--- src/rtl/snn_timestep_scheduler_if.sv ---
// Groups the frame-in, datapath-control and count-out signals of the timestep scheduler.
// Latency: none, wires only.
// Backpressure: carries in_valid/in_ready and out_valid/out_ready; the modports only set direction.
interface snn_timestep_scheduler_if #(
    parameter int DATA_W = 8,
    parameter int CNT_W  = 8
);
    // frame input handshake
    logic              i_in_valid;
    logic              o_in_ready;
    logic [DATA_W-1:0] i_in_data0;
    logic [DATA_W-1:0] i_in_data1;
    logic [DATA_W-1:0] i_in_data2;

    // datapath control and spike feedback
    logic [DATA_W-1:0] o_nrn_data0;
    logic [DATA_W-1:0] o_nrn_data1;
    logic [DATA_W-1:0] o_nrn_data2;
    logic              o_nrn_clr;
    logic              o_nrn_en;
    logic              i_spk0;
    logic              i_spk1;
    logic              i_spk2;

    // spike count output handshake
    logic              o_out_valid;
    logic              i_out_ready;
    logic [CNT_W-1:0]  o_cnt0;
    logic [CNT_W-1:0]  o_cnt1;
    logic [CNT_W-1:0]  o_cnt2;
    logic              o_busy;

    // environment side: upstream frame source, datapath and count consumer
    modport master (
        output i_in_valid, i_in_data0, i_in_data1, i_in_data2,
        output i_spk0, i_spk1, i_spk2, i_out_ready,
        input  o_in_ready, o_nrn_data0, o_nrn_data1, o_nrn_data2,
        input  o_nrn_clr, o_nrn_en, o_out_valid, o_cnt0, o_cnt1, o_cnt2, o_busy
    );

    // scheduler side
    modport slave (
        input  i_in_valid, i_in_data0, i_in_data1, i_in_data2,
        input  i_spk0, i_spk1, i_spk2, i_out_ready,
        output o_in_ready, o_nrn_data0, o_nrn_data1, o_nrn_data2,
        output o_nrn_clr, o_nrn_en, o_out_valid, o_cnt0, o_cnt1, o_cnt2, o_busy
    );
endinterface

--- src/rtl/snn_timestep_scheduler.sv ---
// Runs one input frame through the 3-channel SNN datapath for NUM_TIMESTEPS steps and counts spikes per channel.
// Latency: counts are valid 2 + NUM_TIMESTEPS*(1+SETTLE_CYCLES) cycles after the frame is accepted.
// Backpressure: accepts a frame only in IDLE, with no buffering; counts hold in DONE until out_ready.
module snn_timestep_scheduler #(
    parameter int DATA_W        = 8,
    parameter int NUM_TIMESTEPS = 16,
    parameter int SETTLE_CYCLES = 2,
    parameter int CNT_W         = 8
) (
    input  logic                     i_clk,
    input  logic                     i_rstn,
    snn_timestep_scheduler_if.slave  bus
);

    localparam int STEP_W = (NUM_TIMESTEPS > 1) ? $clog2(NUM_TIMESTEPS) : 1;
    localparam int SET_W  = (SETTLE_CYCLES > 1) ? $clog2(SETTLE_CYCLES) : 1;

    localparam logic [STEP_W-1:0] LAST_STEP   = STEP_W'(NUM_TIMESTEPS - 1);
    localparam logic [SET_W-1:0]  LAST_SETTLE = SET_W'(SETTLE_CYCLES - 1);

    typedef enum logic [2:0] {
        IDLE  = 3'd0,
        CLEAR = 3'd1,
        STEP  = 3'd2,
        WAIT  = 3'd3,
        DONE  = 3'd4
    } state_t;

    state_t             state;
    logic [STEP_W-1:0]  step;
    logic [SET_W-1:0]   settle;

    // A counter that has reached all-ones stays there rather than wrapping to zero.
    function automatic logic [CNT_W-1:0] sat_inc(input logic [CNT_W-1:0] cnt, input logic spk);
        logic [CNT_W-1:0] res;
        res = cnt;
        if (spk && (cnt != {CNT_W{1'b1}})) begin
            res = cnt + CNT_W'(1);
        end
        return res;
    endfunction

    // Handshake status decoded straight from the state.
    assign bus.o_in_ready = (state == IDLE);
    assign bus.o_busy     = (state != IDLE);

    // Frame sequencer. The clr/en/valid outputs are registered, so each one is
    // set on the edge that enters the state in which it must be high.
    always_ff @(posedge i_clk) begin
        if (!i_rstn) begin
            state           <= IDLE;
            step            <= '0;
            settle          <= '0;
            bus.o_nrn_data0 <= '0;
            bus.o_nrn_data1 <= '0;
            bus.o_nrn_data2 <= '0;
            bus.o_cnt0      <= '0;
            bus.o_cnt1      <= '0;
            bus.o_cnt2      <= '0;
            bus.o_nrn_clr   <= 1'b0;
            bus.o_nrn_en    <= 1'b0;
            bus.o_out_valid <= 1'b0;
        end else begin
            // clr and en are one-cycle pulses unless a transition below re-arms them
            bus.o_nrn_clr <= 1'b0;
            bus.o_nrn_en  <= 1'b0;
            case (state)
                IDLE: begin
                    if (bus.i_in_valid) begin
                        // the frame stays on the datapath inputs until the next accept
                        bus.o_nrn_data0 <= bus.i_in_data0;
                        bus.o_nrn_data1 <= bus.i_in_data1;
                        bus.o_nrn_data2 <= bus.i_in_data2;
                        bus.o_cnt0      <= '0;
                        bus.o_cnt1      <= '0;
                        bus.o_cnt2      <= '0;
                        bus.o_nrn_clr   <= 1'b1;
                        state           <= CLEAR;
                    end
                end
                CLEAR: begin
                    step         <= '0;
                    bus.o_nrn_en <= 1'b1;
                    state        <= STEP;
                end
                STEP: begin
                    settle <= '0;
                    state  <= WAIT;
                end
                WAIT: begin
                    if (settle == LAST_SETTLE) begin
                        // The datapath has settled, so the spike flags now belong to this step.
                        bus.o_cnt0 <= sat_inc(bus.o_cnt0, bus.i_spk0);
                        bus.o_cnt1 <= sat_inc(bus.o_cnt1, bus.i_spk1);
                        bus.o_cnt2 <= sat_inc(bus.o_cnt2, bus.i_spk2);
                        if (step == LAST_STEP) begin
                            bus.o_out_valid <= 1'b1;
                            state           <= DONE;
                        end else begin
                            step         <= step + STEP_W'(1);
                            bus.o_nrn_en <= 1'b1;
                            state        <= STEP;
                        end
                    end else begin
                        settle <= settle + SET_W'(1);
                    end
                end
                DONE: begin
                    if (bus.i_out_ready) begin
                        bus.o_out_valid <= 1'b0;
                        state           <= IDLE;
                    end
                end
                default: begin
                    state <= IDLE;
                end
            endcase
        end
    end

endmodule

--- src/flat_wrapper.sv ---
// flat-port wrapper written by rule: the top's interface ports become plain ports
module snn_timestep_scheduler_flat 
#(
    parameter int DATA_W        = 8,
    parameter int NUM_TIMESTEPS = 16,
    parameter int SETTLE_CYCLES = 2,
    parameter int CNT_W         = 8
)
  (i_clk, i_rstn, bus_i_in_valid, bus_i_in_data0, bus_i_in_data1, bus_i_in_data2, bus_i_spk0, bus_i_spk1, bus_i_spk2, bus_i_out_ready, bus_o_in_ready, bus_o_nrn_data0, bus_o_nrn_data1, bus_o_nrn_data2, bus_o_nrn_clr, bus_o_nrn_en, bus_o_out_valid, bus_o_cnt0, bus_o_cnt1, bus_o_cnt2, bus_o_busy);
  snn_timestep_scheduler_if #(.DATA_W(DATA_W), .CNT_W(CNT_W)) bus_i ();
  input  logic i_clk;
  input  logic i_rstn;
  input wire logic [$bits(bus_i.i_in_valid)-1:0] bus_i_in_valid;
  input wire logic [$bits(bus_i.i_in_data0)-1:0] bus_i_in_data0;
  input wire logic [$bits(bus_i.i_in_data1)-1:0] bus_i_in_data1;
  input wire logic [$bits(bus_i.i_in_data2)-1:0] bus_i_in_data2;
  input wire logic [$bits(bus_i.i_spk0)-1:0] bus_i_spk0;
  input wire logic [$bits(bus_i.i_spk1)-1:0] bus_i_spk1;
  input wire logic [$bits(bus_i.i_spk2)-1:0] bus_i_spk2;
  input wire logic [$bits(bus_i.i_out_ready)-1:0] bus_i_out_ready;
  output wire logic [$bits(bus_i.o_in_ready)-1:0] bus_o_in_ready;
  output wire logic [$bits(bus_i.o_nrn_data0)-1:0] bus_o_nrn_data0;
  output wire logic [$bits(bus_i.o_nrn_data1)-1:0] bus_o_nrn_data1;
  output wire logic [$bits(bus_i.o_nrn_data2)-1:0] bus_o_nrn_data2;
  output wire logic [$bits(bus_i.o_nrn_clr)-1:0] bus_o_nrn_clr;
  output wire logic [$bits(bus_i.o_nrn_en)-1:0] bus_o_nrn_en;
  output wire logic [$bits(bus_i.o_out_valid)-1:0] bus_o_out_valid;
  output wire logic [$bits(bus_i.o_cnt0)-1:0] bus_o_cnt0;
  output wire logic [$bits(bus_i.o_cnt1)-1:0] bus_o_cnt1;
  output wire logic [$bits(bus_i.o_cnt2)-1:0] bus_o_cnt2;
  output wire logic [$bits(bus_i.o_busy)-1:0] bus_o_busy;
  assign bus_i.i_in_valid = bus_i_in_valid;
  assign bus_i.i_in_data0 = bus_i_in_data0;
  assign bus_i.i_in_data1 = bus_i_in_data1;
  assign bus_i.i_in_data2 = bus_i_in_data2;
  assign bus_i.i_spk0 = bus_i_spk0;
  assign bus_i.i_spk1 = bus_i_spk1;
  assign bus_i.i_spk2 = bus_i_spk2;
  assign bus_i.i_out_ready = bus_i_out_ready;
  assign bus_o_in_ready = bus_i.o_in_ready;
  assign bus_o_nrn_data0 = bus_i.o_nrn_data0;
  assign bus_o_nrn_data1 = bus_i.o_nrn_data1;
  assign bus_o_nrn_data2 = bus_i.o_nrn_data2;
  assign bus_o_nrn_clr = bus_i.o_nrn_clr;
  assign bus_o_nrn_en = bus_i.o_nrn_en;
  assign bus_o_out_valid = bus_i.o_out_valid;
  assign bus_o_cnt0 = bus_i.o_cnt0;
  assign bus_o_cnt1 = bus_i.o_cnt1;
  assign bus_o_cnt2 = bus_i.o_cnt2;
  assign bus_o_busy = bus_i.o_busy;
  snn_timestep_scheduler #(.DATA_W(DATA_W), .NUM_TIMESTEPS(NUM_TIMESTEPS), .SETTLE_CYCLES(SETTLE_CYCLES), .CNT_W(CNT_W)) u_core (.i_clk(i_clk), .i_rstn(i_rstn), .bus(bus_i));
endmodule
--- config.mk ---
export PLATFORM = sky130hd
export DESIGN_NAME = snn_timestep_scheduler_flat
export DESIGN_NICKNAME = d
export VERILOG_FILES = /design/src/rtl/snn_timestep_scheduler_if.sv /design/src/rtl/snn_timestep_scheduler.sv /design/src/flat_wrapper.sv
export SDC_FILE = /design/constraint.sdc
export NUM_CORES = 1
export LEC_CHECK = 0
export ABC_CLOCK_PERIOD_IN_PS = 2400
export CORE_MARGIN = 2
export CORE_UTILIZATION = 37
export DETAILED_ROUTE_END_ITERATION = 8
export PLACE_DENSITY = 0.66
export SETUP_SLACK_MARGIN = 0.15
export SYNTH_ARGS = -nofsm -noshare
export SYNTH_HDL_FRONTEND = slang
export SYNTH_SLANG_ARGS = --single-unit
--- constraint.sdc ---
create_clock -name i_clk -period 2.4 [get_ports i_clk]
set_input_delay 0.72 -clock i_clk [delete_from_list [all_inputs] [get_ports i_clk]]
set_output_delay 0.72 -clock i_clk [all_outputs]
set_load 0.005 [all_outputs]
==> summary.md <==
| Metric | Value |
|---|---|
| Status | completed |
| R2r startpoint | u_core.state[2] |
| Synth area leaders | dfxtp_1 44%, nand2_1 10%, a21oi_1 6.5% |
| Min Clock Period, post-route | 2.19 ns |
| Nets | 458 |
| Cts bufs inserted | 9 |
| Synth area leader | dfxtp_1 |
| First-pass GRT wire length | 11100 um |
| Num rows | 31 |
| I/O Buffers | 83 |
| Initial antenna violation count | 0 |
| Synth Cell Area | approximately 0.0027 mm^2 |
| Final HPWL DP | 5010 um |
| Total power | around 0.0028 W |
| Die span in y | between 80 and 90 um |
| Slew HR | 0.654 |
| Final Max Slew Viols | 0 |
| Reg clk slew, reported paths | ~0.07 ns |
| Post-synthesis area per instance | 8.21 um^2 |
| Total stage count of the critical path | 5 |
| Xor and xnor area share after synthesis | 0 |
| Hold_ws | 0.453 ns |
| Min-delay src | u_core.bus.o_nrn_data1[4] |
| HP Class | reg -> reg |
| Crit path buffers/inverters | 1 |
| Worst-Margin Slew | between 0.5 and 0.6 ns |
| Starting Density | 0.378 |
| RSZ-0062 raised after global routing | no |
| Req. time, crit path | about 2.7 ns |
| Count leader, synth | nand2_1 |
| Startpoint Class | input port |
| WL per Instance | approximately 14 um |
| Die Footprint | 0.00803 mm^2 |
| Final hold vios | 0 |
| Peak supply drop | 294 uV |
| Sequential cell area fraction in the yosys report | 0.436 |
| Slowest stage delay, CP | approximately 0.51 ns |
| Async SR Flop Fraction | 0 |
| F_max | 457 MHz |
| Synth cell types | 47 |
| Area Overhead vs Synth | 46.1% |
| Final ANT Viol Nets | 0 |
| Total track usage | 0.176 |
| R2R setup slack | between 0.3 and 0.4 ns |
| CP Cell Sequence | clkdlybuf4s50_1, nor4b_4, o22ai_2, or4_1, a211oi_2 |
| Number of I/O pins | 84 |
| DRT iter0 DRCs | roughly 100 |
| Diodes inserted | 0 |
| Synth cell count leaders | 72 x nand2_1, 59 x dfxtp_1, 35 x a21oi_1, 18 x o21ai_0, 14 x nand3_1 |
| Adder-Cell Fraction of Synth Area | 0.0185 |
| Worst setup EP type | flop |
| Pwr/cell area | 719 mW/mm^2 |
| Reg2Reg Capture Point | u_core.bus.o_cnt1[5] |
| Grt ovf | 0 |
| Core area | between 0.007 and 0.008 mm^2 |
| Crit path max-delay family | simple AND/OR/NAND/NOR gates |
| Syn Inst Count | 330 |
| Clock Sinks | 59 |
| Placer Congestion | 0.818 |
| Syn_nets | 365 |
| Core Util, Final | 0.552 |
| Vias/cell | 5.20 |
| CTS tree | done |
| Max Clock Skew | 0.00862 ns |
| Share of post-route cells with drive strength above 1 | 0.129 |
| Crit path launch | bus_i_in_valid |
| Share of the synthesized area in the top cell type | 0.436 |
| Post-synthesis compound-gate area fraction | 0.223 |
| Number of max-cap violations | 0 |
| Clock Tree Root | clkbuf_8 |
| Die width | 89.6 um |
| Synth Warn # | 0 |
| R2r worst-path depth | 6 |
| Largest net degree at the start of global routing | 28 |
| Post-synthesis mux area share | 0.0111 |
| Vias | 2742 |
| CTS H-Tree Depth | 3 |
| DRC viols | 0 |
| Fin crit share | 0.912 |
| Clock latency on the worst-skew pair | around 0.34 ns |
| Yosys reg bits | 59 |
| Simple-gate share of the synthesized area | 0.264 |
| Clock Tree Buf Depth | 2 |
| Worst endpoint data arrival time | 2.44 ns |
| Post-CTS Setup Inserts | 0 |
| CP max stage cell | clkdlybuf4s50_1 |
| EDFF count, synth | 0 |
| Main synth FF type | dfxtp_1 |
| Largest family of logic cells by synthesized area | simple AND/OR/NAND/NOR gates |
| CP max FO | 6 |
| End point of the critical path | u_core.bus.o_cnt1[5] |
| # fillers | 657 |
| Setup CP Type | in -> reg |
| Final-report setup violation count | 0 |
| Vias in the first global route | 2343 |
| Pre-antenna DRT Iters | 4 |
| Final WL | 7140 um |
| Lkg Pwr | 1.37 nW |
[cell usage in the layout, fill, tap and decap left out, types with 4 or more instances in the layout]
cell	n
a21oi_1	35
a221oi_1	7
a31oi_1	4
buf_4	18
clkbuf_8	11
clkdlybuf4s50_1	81
dfxtp_1	59
ha_1	4
inv_1	6
nand2_1	72
nand3_1	14
nand4_1	7
nor2_1	9
nor3_1	7
o21ai_0	18
o221a_2	6
or2_2	4
or3_1	6
or4_1	4
[worst min path at each step]
| stage | to | slack, ns | cells past startpoint |
|---|---|---|---|
| after global placement | u_core.bus.o_nrn_data1[1] | 0.44 | 2 |
| after detailed placement | u_core.bus.o_nrn_data1[3] | 0.45 | 2 |
| after CTS | u_core.bus.o_nrn_data1[6] | 0.45 | 2 |
| after global routing | u_core.bus.o_nrn_data0[3] | 0.48 | 2 |
| final | u_core.bus.o_nrn_data1[4] | 0.45 | 2 |
| after floorplan | u_core.bus.o_nrn_data0[0] | 0.45 | 2 |
[where the power goes]
part / total, W / internal [W] / switching (W)
combinational: 0.000732 / 0.000362 / 0.000370
sequential: 0.00108 / 0.00105 / 0.0000330
clock: 0.00103 / 0.000636 / 0.000395
total: 0.00285 / 0.00205 / 0.000798
[worst min-delay path, stage by stage, from the launching register on]
cell and delay (ns):
dfxtp_1 0.31, nand2_1 0.05, a21oi_1 0.05
[registers in the layout, summed over array words and instances (netlist names), 3 cells and up]
register,count
u_core.bus.o_nrn_data2,8
u_core.bus.o_nrn_data0,8
u_core.bus.o_cnt2,8
u_core.state,3
u_core.step,4
u_core.bus.o_nrn_data1,8
u_core.bus.o_cnt1,8
u_core.bus.o_cnt0,8
[logic make-up (layout without fill, tap and decap cells)]
group           after synthesis  after routing
flops                        59             59
compound gates               92             92
fa+ha+maj                     4              4
mux                           3              3
simple gates                144            144
buf+inv                      28            126
[cell type report]
type	count	area, um^2	area share
timing repair buffer	102	978	0.247
clock inverter	5	75.1	0.0190
tap	99	124	0.0313
multi-input combinational	243	1420	0.358
inverter	8	32.5	0.00822
sequential	59	1180	0.298
clock buffer	11	151	0.0382
[repair_timing]
item                       4_1_cts  5_1_grt
pin swaps                        1        1
setup endpoints to repair        2        2
hold buffers                     0        0
resized for setup                5        3
[metal layers]
layer	vias to the layer above	share of wire	routed length, um	GRT usage
li1	1390	-	-	-
met1	1279	0.45	3250	0.242
met2	63	0.49	3470	0.272
met3	10	0.046	326	0.0256
met4	0	0.013	96	0.0841
met5	-	0	0	0
[metrics by stage]
step | instance area [um^2] | TNS (ns) | instances | worst slack, ns
floorplan | 2710 | 0 | 330 | 0.511
global placement | 3710 | -0.243 | 511 | -0.0843
detailed placement | 3710 | -0.319 | 511 | -0.112
CTS | 3950 | 0 | 527 | 0.0428
global route | 3960 | 0 | 527 | 0.136
finish | 3960 | 0 | 527 | 0.212
Power figures use the tool's default switching activity.
